==> src/rtl/uart_tx_arbiter.sv <==
// Purpose: shares one uart_tx byte transmitter between NUM_REQ byte-stream requesters, round-robin per message.
// Latency: grant one cycle after req_valid in IDLE; per byte 3 overhead cycles plus the uart frame time.
// Backpressure: req_ready only in ISSUE for the owner; one byte in flight, next accepted after tx_busy falls.
module uart_tx_arbiter #(
    parameter int NUM_REQ    = 3,
    parameter int MAX_BURST  = 16,
    parameter int GAP_CYCLES = 1250
) (
    input  logic                   clk,
    input  logic                   rst_n,
    input  logic [NUM_REQ-1:0]     i_req_valid,
    input  logic [8*NUM_REQ-1:0]   i_req_data,
    input  logic [NUM_REQ-1:0]     i_req_last,
    output logic [NUM_REQ-1:0]     o_req_ready,
    output logic [7:0]             o_tx_data,
    output logic                   o_tx_data_valid,
    input  logic                   i_tx_busy,
    output logic [2:0]             o_grant_id,
    output logic                   o_grant_active
);

    localparam logic [2:0] S_IDLE      = 3'd0;
    localparam logic [2:0] S_ISSUE     = 3'd1;
    localparam logic [2:0] S_START     = 3'd2;
    localparam logic [2:0] S_WAIT_BUSY = 3'd3;
    localparam logic [2:0] S_WAIT_DONE = 3'd4;

    localparam int              GW         = $clog2(GAP_CYCLES) + 1;
    localparam logic [GW-1:0]   GAP_LAST   = GW'(GAP_CYCLES - 1);
    localparam logic [8:0]      BURST_LAST = 9'(MAX_BURST);

    logic [2:0]    r_state;
    logic [2:0]    r_rr_ptr;
    logic [2:0]    r_grant_id;
    logic          r_grant_active;
    logic [7:0]    r_byte_cnt;
    logic [GW-1:0] r_gap_cnt;
    logic          r_last_flag;
    logic [7:0]    r_tx_data;

    logic          w_any;
    logic          w_hi_found;
    logic [2:0]    w_pick_lo;
    logic [2:0]    w_pick_hi;
    logic [2:0]    w_pick;
    logic          w_sel_valid;
    logic          w_sel_last;
    logic [7:0]    w_sel_data;
    logic          w_burst_end;

    // Round-robin pick: lowest requester above rr_ptr, otherwise wrap to the lowest requester overall.
    always_comb begin
        w_any      = 1'b0;
        w_hi_found = 1'b0;
        w_pick_lo  = '0;
        w_pick_hi  = '0;
        for (int i = NUM_REQ - 1; i >= 0; i--) begin
            if (i_req_valid[i]) begin
                w_any     = 1'b1;
                w_pick_lo = 3'(i);
                if (i > int'(r_rr_ptr)) begin
                    w_hi_found = 1'b1;
                    w_pick_hi  = 3'(i);
                end
            end
        end
        w_pick = w_hi_found ? w_pick_hi : w_pick_lo;
    end

    // Select the owner's byte stream and drive its ready while the FSM is waiting for a byte.
    always_comb begin
        w_sel_valid = 1'b0;
        w_sel_last  = 1'b0;
        w_sel_data  = '0;
        o_req_ready = '0;
        for (int i = 0; i < NUM_REQ; i++) begin
            if (r_grant_id == 3'(i)) begin
                w_sel_valid    = i_req_valid[i];
                w_sel_last     = i_req_last[i];
                w_sel_data     = i_req_data[i*8 +: 8];
                o_req_ready[i] = (r_state == S_ISSUE);
            end
        end
    end

    // The byte being accepted now is the last one this grant may send.
    assign w_burst_end = (({1'b0, r_byte_cnt} + 9'd1) == BURST_LAST);

    // Grant/issue FSM: one byte in flight, grant kept until last byte, burst cap or idle gap.
    always_ff @(posedge clk or negedge rst_n) begin
        if (!rst_n) begin
            r_state        <= S_IDLE;
            r_rr_ptr       <= 3'(NUM_REQ - 1);
            r_grant_id     <= '0;
            r_grant_active <= 1'b0;
            r_byte_cnt     <= '0;
            r_gap_cnt      <= '0;
            r_last_flag    <= 1'b0;
            r_tx_data      <= '0;
        end else begin
            case (r_state)
                S_IDLE: begin
                    if (w_any) begin
                        r_grant_id     <= w_pick;
                        r_grant_active <= 1'b1;
                        r_byte_cnt     <= '0;
                        r_gap_cnt      <= '0;
                        r_state        <= S_ISSUE;
                    end
                end
                S_ISSUE: begin
                    if (w_sel_valid) begin
                        r_tx_data   <= w_sel_data;
                        r_last_flag <= w_sel_last | w_burst_end;
                        r_byte_cnt  <= r_byte_cnt + 8'd1;
                        r_gap_cnt   <= '0;
                        r_state     <= S_START;
                    end else if (r_gap_cnt == GAP_LAST) begin
                        // Owner went quiet mid-message: hand the transmitter on.
                        r_rr_ptr       <= r_grant_id;
                        r_grant_active <= 1'b0;
                        r_state        <= S_IDLE;
                    end else begin
                        r_gap_cnt <= r_gap_cnt + 1'b1;
                    end
                end
                S_START: begin
                    r_state <= S_WAIT_BUSY;
                end
                S_WAIT_BUSY: begin
                    if (i_tx_busy) begin
                        r_state <= S_WAIT_DONE;
                    end
                end
                S_WAIT_DONE: begin
                    if (!i_tx_busy) begin
                        if (r_last_flag) begin
                            r_rr_ptr       <= r_grant_id;
                            r_grant_active <= 1'b0;
                            r_state        <= S_IDLE;
                        end else begin
                            r_state <= S_ISSUE;
                        end
                    end
                end
                default: begin
                    r_state <= S_IDLE;
                end
            endcase
        end
    end

    assign o_tx_data       = r_tx_data;
    assign o_tx_data_valid = (r_state == S_START);
    assign o_grant_id      = r_grant_id;
    assign o_grant_active  = r_grant_active;

endmodule

==> config.mk <==
export PLATFORM = sky130hd
export DESIGN_NAME = uart_tx_arbiter
export DESIGN_NICKNAME = d
export VERILOG_FILES = /design/src/rtl/uart_tx_arbiter.sv
export SDC_FILE = /design/constraint.sdc
export NUM_CORES = 1
export LEC_CHECK = 0
export ABC_AREA = 1
export CAP_MARGIN = 20
export CORE_MARGIN = 4
export CORE_UTILIZATION = 50
export CTS_BUF_LIST = sky130_fd_sc_hd__clkbuf_8
export DETAILED_ROUTE_END_ITERATION = 7
export PLACE_DENSITY_LB_ADDON = 0.05
export SLEW_MARGIN = 20
export SYNTH_ARGS = -nofsm -noshare
export SYNTH_HDL_FRONTEND = slang
export SYNTH_SLANG_ARGS = --single-unit
==> constraint.sdc <==
create_clock -name clk -period 2.2 [get_ports clk]
set_input_delay 0.44 -clock clk [delete_from_list [all_inputs] [get_ports clk]]
set_output_delay 0.44 -clock clk [all_outputs]
set_load 0.02 [all_outputs]
==> results of run 1 <==
-- path summary, 6_finish.rpt --
check,start,endpoint,slack (ns),depth (start not counted)
setup / recovery,r_state[2]$_DFFE_PN0P_,o_req_ready[2],0.26,4
max in group asynchronous,rst_n,o_grant_id[0]$_DFFE_PN0P_,1.39,1
setup reg to reg,o_grant_id[1]$_DFFE_PN0P_,r_gap_cnt[2]$_DFFE_PN0P_,0.52,9
hold / removal,rst_n,r_byte_cnt[5]$_DFFE_PN0P_,0.23,1
min in group clk,o_grant_active$_DFFE_PN0P_,o_grant_active$_DFFE_PN0P_,0.48,2
hold reg to reg,o_grant_active$_DFFE_PN0P_,o_grant_active$_DFFE_PN0P_,0.48,2
-- worst register-to-register path, cell delays in order, from the launching register on --
cell	delay [ns]
dfrtp_1	0.47
nor2_4	0.28
nand2_2	0.10
nand3_4	0.10
nand2_4	0.07
inv_4	0.20
nor2_8	0.08
nand2_4	0.16
nand2_1	0.09
o21ai_2	0.06
-- sequential cells by signal, indices dropped and copies added (netlist names) --
name            flops
o_tx_data           8
r_byte_cnt          8
o_grant_active      1
r_state             3
o_grant_id          2
r_gap_cnt          12
r_last_flag         1
r_rr_ptr            2
-- cell type report --
class                   count  area (um^2)
inverters                  36        142.6
clock buffers               5        68.82
multi-input cells         257         1277
flip-flops and latches     37        928.4
repair buffers             49        483.0
clock inverters             3        22.52
well taps                  52        65.06
fillers                   404         1486
-- layer usage --
metal	track usage [%]	share of wire, %
met5	0	0
met4	5.338	1.2
met1	25.92	47
met2	30.40	45
met3	5.269	6.5
-- stage by stage --
| stage | std cells | utilization, % | total power, mW |
|---|---|---|---|
| floorplan | 335 | - | 2.371 |
| global placement | 431 | 64.65 | 2.930 |
| detailed placement | 431 | 64.65 | 2.955 |
| CTS | 439 | 66.64 | 3.446 |
| global route | 439 | 66.78 | 3.714 |
| finish | 439 | 66.78 | 3.421 |
-- timing repair --
item | 4_1_cts | 5_1_grt
pin swaps | 0 | 0
gates cloned | 0 | 0
buffers inserted | 0 | 0
hold buffers | 0 | 0
resized for setup | 2 | 3
hold endpoints to repair | 0 | 0
setup endpoints to repair | 2 | 2
-- layout by cell type, fill, tap and decap left out, types with 2 or more instances in the layout --
cell type	synthesis	layout
o21ai_0	16	16
dlygate4sd2_1	0	2
nor3_1	7	7
dfrtp_1	36	35
o21ai_2	6	6
nand3_1	36	36
nand3_4	2	2
a21oi_1	2	2
nor2_4	2	2
ha_1	4	4
clkdlybuf4s50_1	0	42
clkinv_4	1	3
buf_4	1	2
nand2_1	120	120
nand2_4	3	3
inv_2	4	4
clkbuf_8	0	5
nor2_1	32	32
dlymetal6s2s_1	0	2
inv_1	29	29
nand3b_1	2	2
nand4_1	8	8
-- report_power, final --
part | internal [mW] | switching (mW) | total (mW)
registers | 0.876 | 0.205 | 1.08
clock network | 0.225 | 0.265 | 0.490
logic | 0.675 | 1.17 | 1.85
total | 1.78 | 1.64 | 3.42
-- logic make-up after synthesis --
family | count (synthesis)
other | 1
adder cells (fa/ha/maj) | 4
AO/OA/AOI/OAI | 29
XOR/XNOR | 2
AND/OR/NAND/NOR | 221
flip-flops | 37
buffers and inverters | 41
==> impl_metrics.toml, run 1 <==
[outcome]
outcome = "complete, no violations"

[timing]
timing.fmax_mhz = 514.9
fin_crit_sh_pct = 88.28
slew-limit-headroom_pct = 45.21
setup-tns-final_ns = 0
min_period_ns = 1.942
grt_setup_unrepaired = "false"
hold_ws_ns = 0.2321
setup_viol = 0
setup_ws_ns = 0.2579
finalMaxSlewViolations = 0
hold_violations = 0
worstMarginPinSlew_ns = 0.8219
fin_worst_skew_ns = 0.009443

[drt]
avgRoutedWirePerCell_um = 12.49
viasPerCell = 5.310
num_vias = 2331
dr.first_iter.drc_count = 123
wl_um = 5482
antenna_left = 0
first_pass_iters = 4
route.detailed.drc = 0

[clock_tree]
cts_buffers = 5
cts_root_buf = "clkbuf_8"
clkSinkCount = 37
cts_tree = "built"
cts_max_path_buffers = 2
clk_latency_ns = 0.29
htree_num_levels = 2
clkTransAtPathRegs_ns = 0.08

[synth]
synth_edf_count = 0
ys_seq_area_share_pct = 38.86
synth_cell_types = 41
postSynthAreaPerCell_um2 = 7.123
synthTopCellsByCount = "nand2_1, dfrtp_1, nand3_1"
async_reset_ff_share_pct = 100.0
synth_area_um2 = 2386
synth_top_family_by_area = "simple AND/OR/NAND/NOR gates"
synth-simple-area-share_pct = 43.05
synth_fp_nets = 372
yosysWarnings = 0
synthCells = 335
ys_top_cells_by_area = "dfrtp_1, nand2_1, nand3_1, nor2_1, inv_1"
synth_compound_area_share_pct = 7.499
yosys-mux-area-fraction_pct = 0
synth_adder_area_share_pct = 2.098
synth_seq_cells = 37
synth-xor-area-share_pct = 0.7341
synth_top_cell_area_share_pct = 37.76
yosys.area.top_type = "dfrtp_1"
yosysMostFrequentCell = "nand2_1"
synthFlopType = "dfrtp_1"

[global_routing]
antenna_found_initial = 0
grtUsageTotal_pct = 19.24
grt_pass1_vias = 2170
grt_max_degree = 38
grt_overflow = 0
grt_pass1_wl_um = 9473

[critical_path]
required_ns = 1.76
max_stage_delay_ns = 0.43
crit_chain = "nor2_4 > nand2_4 > nor3_1 > dlygate4sd2_1"
worst_path_max_delay_cell = "dfrtp_1"
end_kind = "output port"
crit_type = "register to output port"
critPathLaunchType = "register"
critPathMaxFanout = 9
cp.arrival_ns = 1.50
critical_path.top_delay_family = "flip-flops"
cp.buffers_inverters = 1

[floorplan]
core-area_um2 = 4474
design.die.area_um2 = 5941
initial_core_util_pct = 53.33
die_h_um = 77.08
placementRows = 24
die_w_um = 77.08
io_pins = 49

[cells_and_area]
final_area_um2 = 2988
antenna_cells = 0
finish.net_count = 423
drive_above_1_share_pct = 9.819
syn_to_final_growth_pct = 25.22

[power]
ir_worst_vdd_mv = 0.8327
p_leak_nw = 1.466
powerDensity_nw_per_um2 = 1145

[place]
pre_cts_ws_ns = 0.05829
place_congestion = 0.8231
portBuffers = 47
place_area_um2 = 2893
hpwl_um = 4137

[job]
maxCapViolCount = 0

[worst_hold_path]
hp-class = "primary input to asynchronous set/reset pin"
(Power assumes the default switching activity.)
==> inputs of run 2 (changes only) <==
--- a/config.mk
+++ b/config.mk
@@ -7,8 +7,10 @@
 export LEC_CHECK = 0
 export ABC_AREA = 1
 export CAP_MARGIN = 20
+export CELL_PAD_IN_SITES_DETAIL_PLACEMENT = 1
+export CELL_PAD_IN_SITES_GLOBAL_PLACEMENT = 1
 export CORE_MARGIN = 4
-export CORE_UTILIZATION = 50
+export CORE_UTILIZATION = 41
 export CTS_BUF_LIST = sky130_fd_sc_hd__clkbuf_8
 export DETAILED_ROUTE_END_ITERATION = 7
 export PLACE_DENSITY_LB_ADDON = 0.05
==> run 2 against run 1 <==
Against the previous run:
- cell count rose by 5.2%
- first-iteration DRC count down 47%
- final area increased by 1.3%
- critical path type unchanged
==> impl_metrics.toml, run 2 (synthesis gave the netlist of run 1 again) <==
[global_routing]
grt_pass1_wl_um = 11510
antenna_found_initial = 0
grt_overflow = 0
grt_max_degree = 18
grt_pass1_vias = 2497
grtUsageTotal_pct = 19.55

[cells_and_area]
largest_reg_flops = 12
syn_to_final_growth_pct = 26.80
finish.utilization_pct = 54.28
drive_above_1_share_pct = 10.00
final_area_um2 = 3025
finish.net_count = 426
mostFrequentLayoutCell = "nand2_1"
antenna_cells = 0
largest_register = "r_gap_cnt"
most-common-layout-cells = "nand2_1, clkdlybuf4s50_1, nand3_1"
fin_cells = 462

[critical_path]
crit_chain = "nor2_4 > nand2_4 > nor3_1 > dlygate4sd2_1"
max_stage_delay_ns = 0.44
required_ns = 1.76
critPathMaxFanout = 9
rrSetupSlack_ns = 0.48
end_kind = "output port"
critPathLaunchType = "register"
r2r-end = "r_gap_cnt[2]$_DFFE_PN0P_"
cp.arrival_ns = 1.52
cp.buffers_inverters = 1
critical_path.top_delay_family = "simple AND/OR/NAND/NOR gates"
crit_type = "register to output port"
r2r_start = "o_grant_id[1]$_DFFE_PN0P_"
worst_path_max_delay_cell = "dfrtp_1"
r2r.worst_path.cells = 9

[place]
hpwl_um = 5189
portBuffers = 47
place_congestion = 0.8178
dp.cells = 454
pre_cts_ws_ns = 0.1786
place_area_um2 = 2940

[outcome]
outcome = "complete, no violations"

[timing]
finalMaxSlewViolations = 0
hold_ws_ns = 0.05213
fin_worst_skew_ns = 0.009276
setup_viol = 0
hold_violations = 0
setup_ws_ns = 0.2412
min_period_ns = 1.959
worstMarginPinSlew_ns = 0.5386
timing.fmax_mhz = 510.5
fin_crit_sh_pct = 89.04
grt_setup_unrepaired = "false"
setup-tns-final_ns = 0
slew-limit-headroom_pct = 63.82

[floorplan]
placementRows = 27
io_pins = 49
core-area_um2 = 5574
die_h_um = 84.29
design.die.area_um2 = 7104
initial_core_util_pct = 42.81
die_w_um = 84.29

[drt]
first_pass_iters = 4
route.detailed.drc = 0
avgRoutedWirePerCell_um = 14.07
viasPerCell = 5.117
wl_um = 6501
num_vias = 2364
dr.first_iter.drc_count = 65
antenna_left = 0

[power]
powerDensity_nw_per_um2 = 1136
p_leak_nw = 1.483
pwr-share-clk_pct = 13.2
switching_share_pct = 48.57
comb_power_share_pct = 55.0
p_int_mw = 1.767
p_sw_mw = 1.669
ir_worst_vdd_mv = 0.6322
seqPwrFrac_pct = 31.7
total_power_mw = 3.436

[worst_hold_path]
hp-class = "primary input to asynchronous set/reset pin"

[clock_tree]
cts_root_buf = "clkbuf_8"
post_cts.repair.setup_buffers = 0
cts_tree = "built"
ctsResizeCount = 2
clkTransAtPathRegs_ns = 0.08
clk_latency_ns = 0.29
cts_max_path_buffers = 2
htree_num_levels = 2
cts_buffers = 5
ctsHoldBuffers = 0
clkSinkCount = 37

[job]
maxCapViolCount = 0
## run 2: cell count changes in the layout (fill, tap and decap cells not counted), sizes merged
cell    delta
buf        +3
clkinv     -2
inv        +2
## run 2: power groups by stage
stage / combinational, mW / clock, mW / sequential, mW
floorplan: 1.23 / 0 / 1.14
global placement: 1.87 / 0 / 1.10
detailed placement: 1.93 / 0 / 1.10
CTS: 1.94 / 0.468 / 1.09
global route: 2.14 / 0.499 / 1.13
finish: 1.89 / 0.454 / 1.09
## run 2: worst register-to-register path: cells and delay by family (launching register included)
| family | cells | cell delay, ns |
|---|---|---|
| AO/OA/AOI/OAI | 1 | 0.07 |
| buffers and inverters | 1 | 0.19 |
| AND/OR/NAND/NOR | 7 | 0.91 |
| flip-flops | 1 | 0.48 |
## run 2: how the worst max path moves through the flow
stage                                      start                        end  slack, ns  cells past startpoint
after floorplan           r_state[2]$_DFFE_PN0P_             o_req_ready[0]       0.56                      3
after global routing      r_state[2]$_DFFE_PN0P_             o_req_ready[2]       0.15                      4
after detailed placement          i_req_valid[1]  r_byte_cnt[4]$_DFFE_PN0P_       0.18                      8
final                     r_state[2]$_DFFE_PN0P_             o_req_ready[2]       0.24                      4
after CTS                 r_state[2]$_DFFE_PN0P_             o_req_ready[1]      0.001                      4
after global placement            i_req_valid[2]  r_byte_cnt[6]$_DFFE_PN0P_       0.23                      8
## run 2: layout make-up
type,instances,area [um^2]
multi-input combinational,257,1277
sequential,37,928.4
tap,72,90.09
fill,761,2549
clock inverter,3,12.51
clock buffer,5,68.82
inverter,36,142.6
timing repair buffer,52,505.5
## run 2: per-layer routing
metal	share of wire, %	global-route usage (%)	up-vias
met1	45	24.01	1117
met4	1.3	5.848	0
met5	0	0	-
met3	5.1	4.514	6
li1	-	-	1190
met2	48	34.00	51
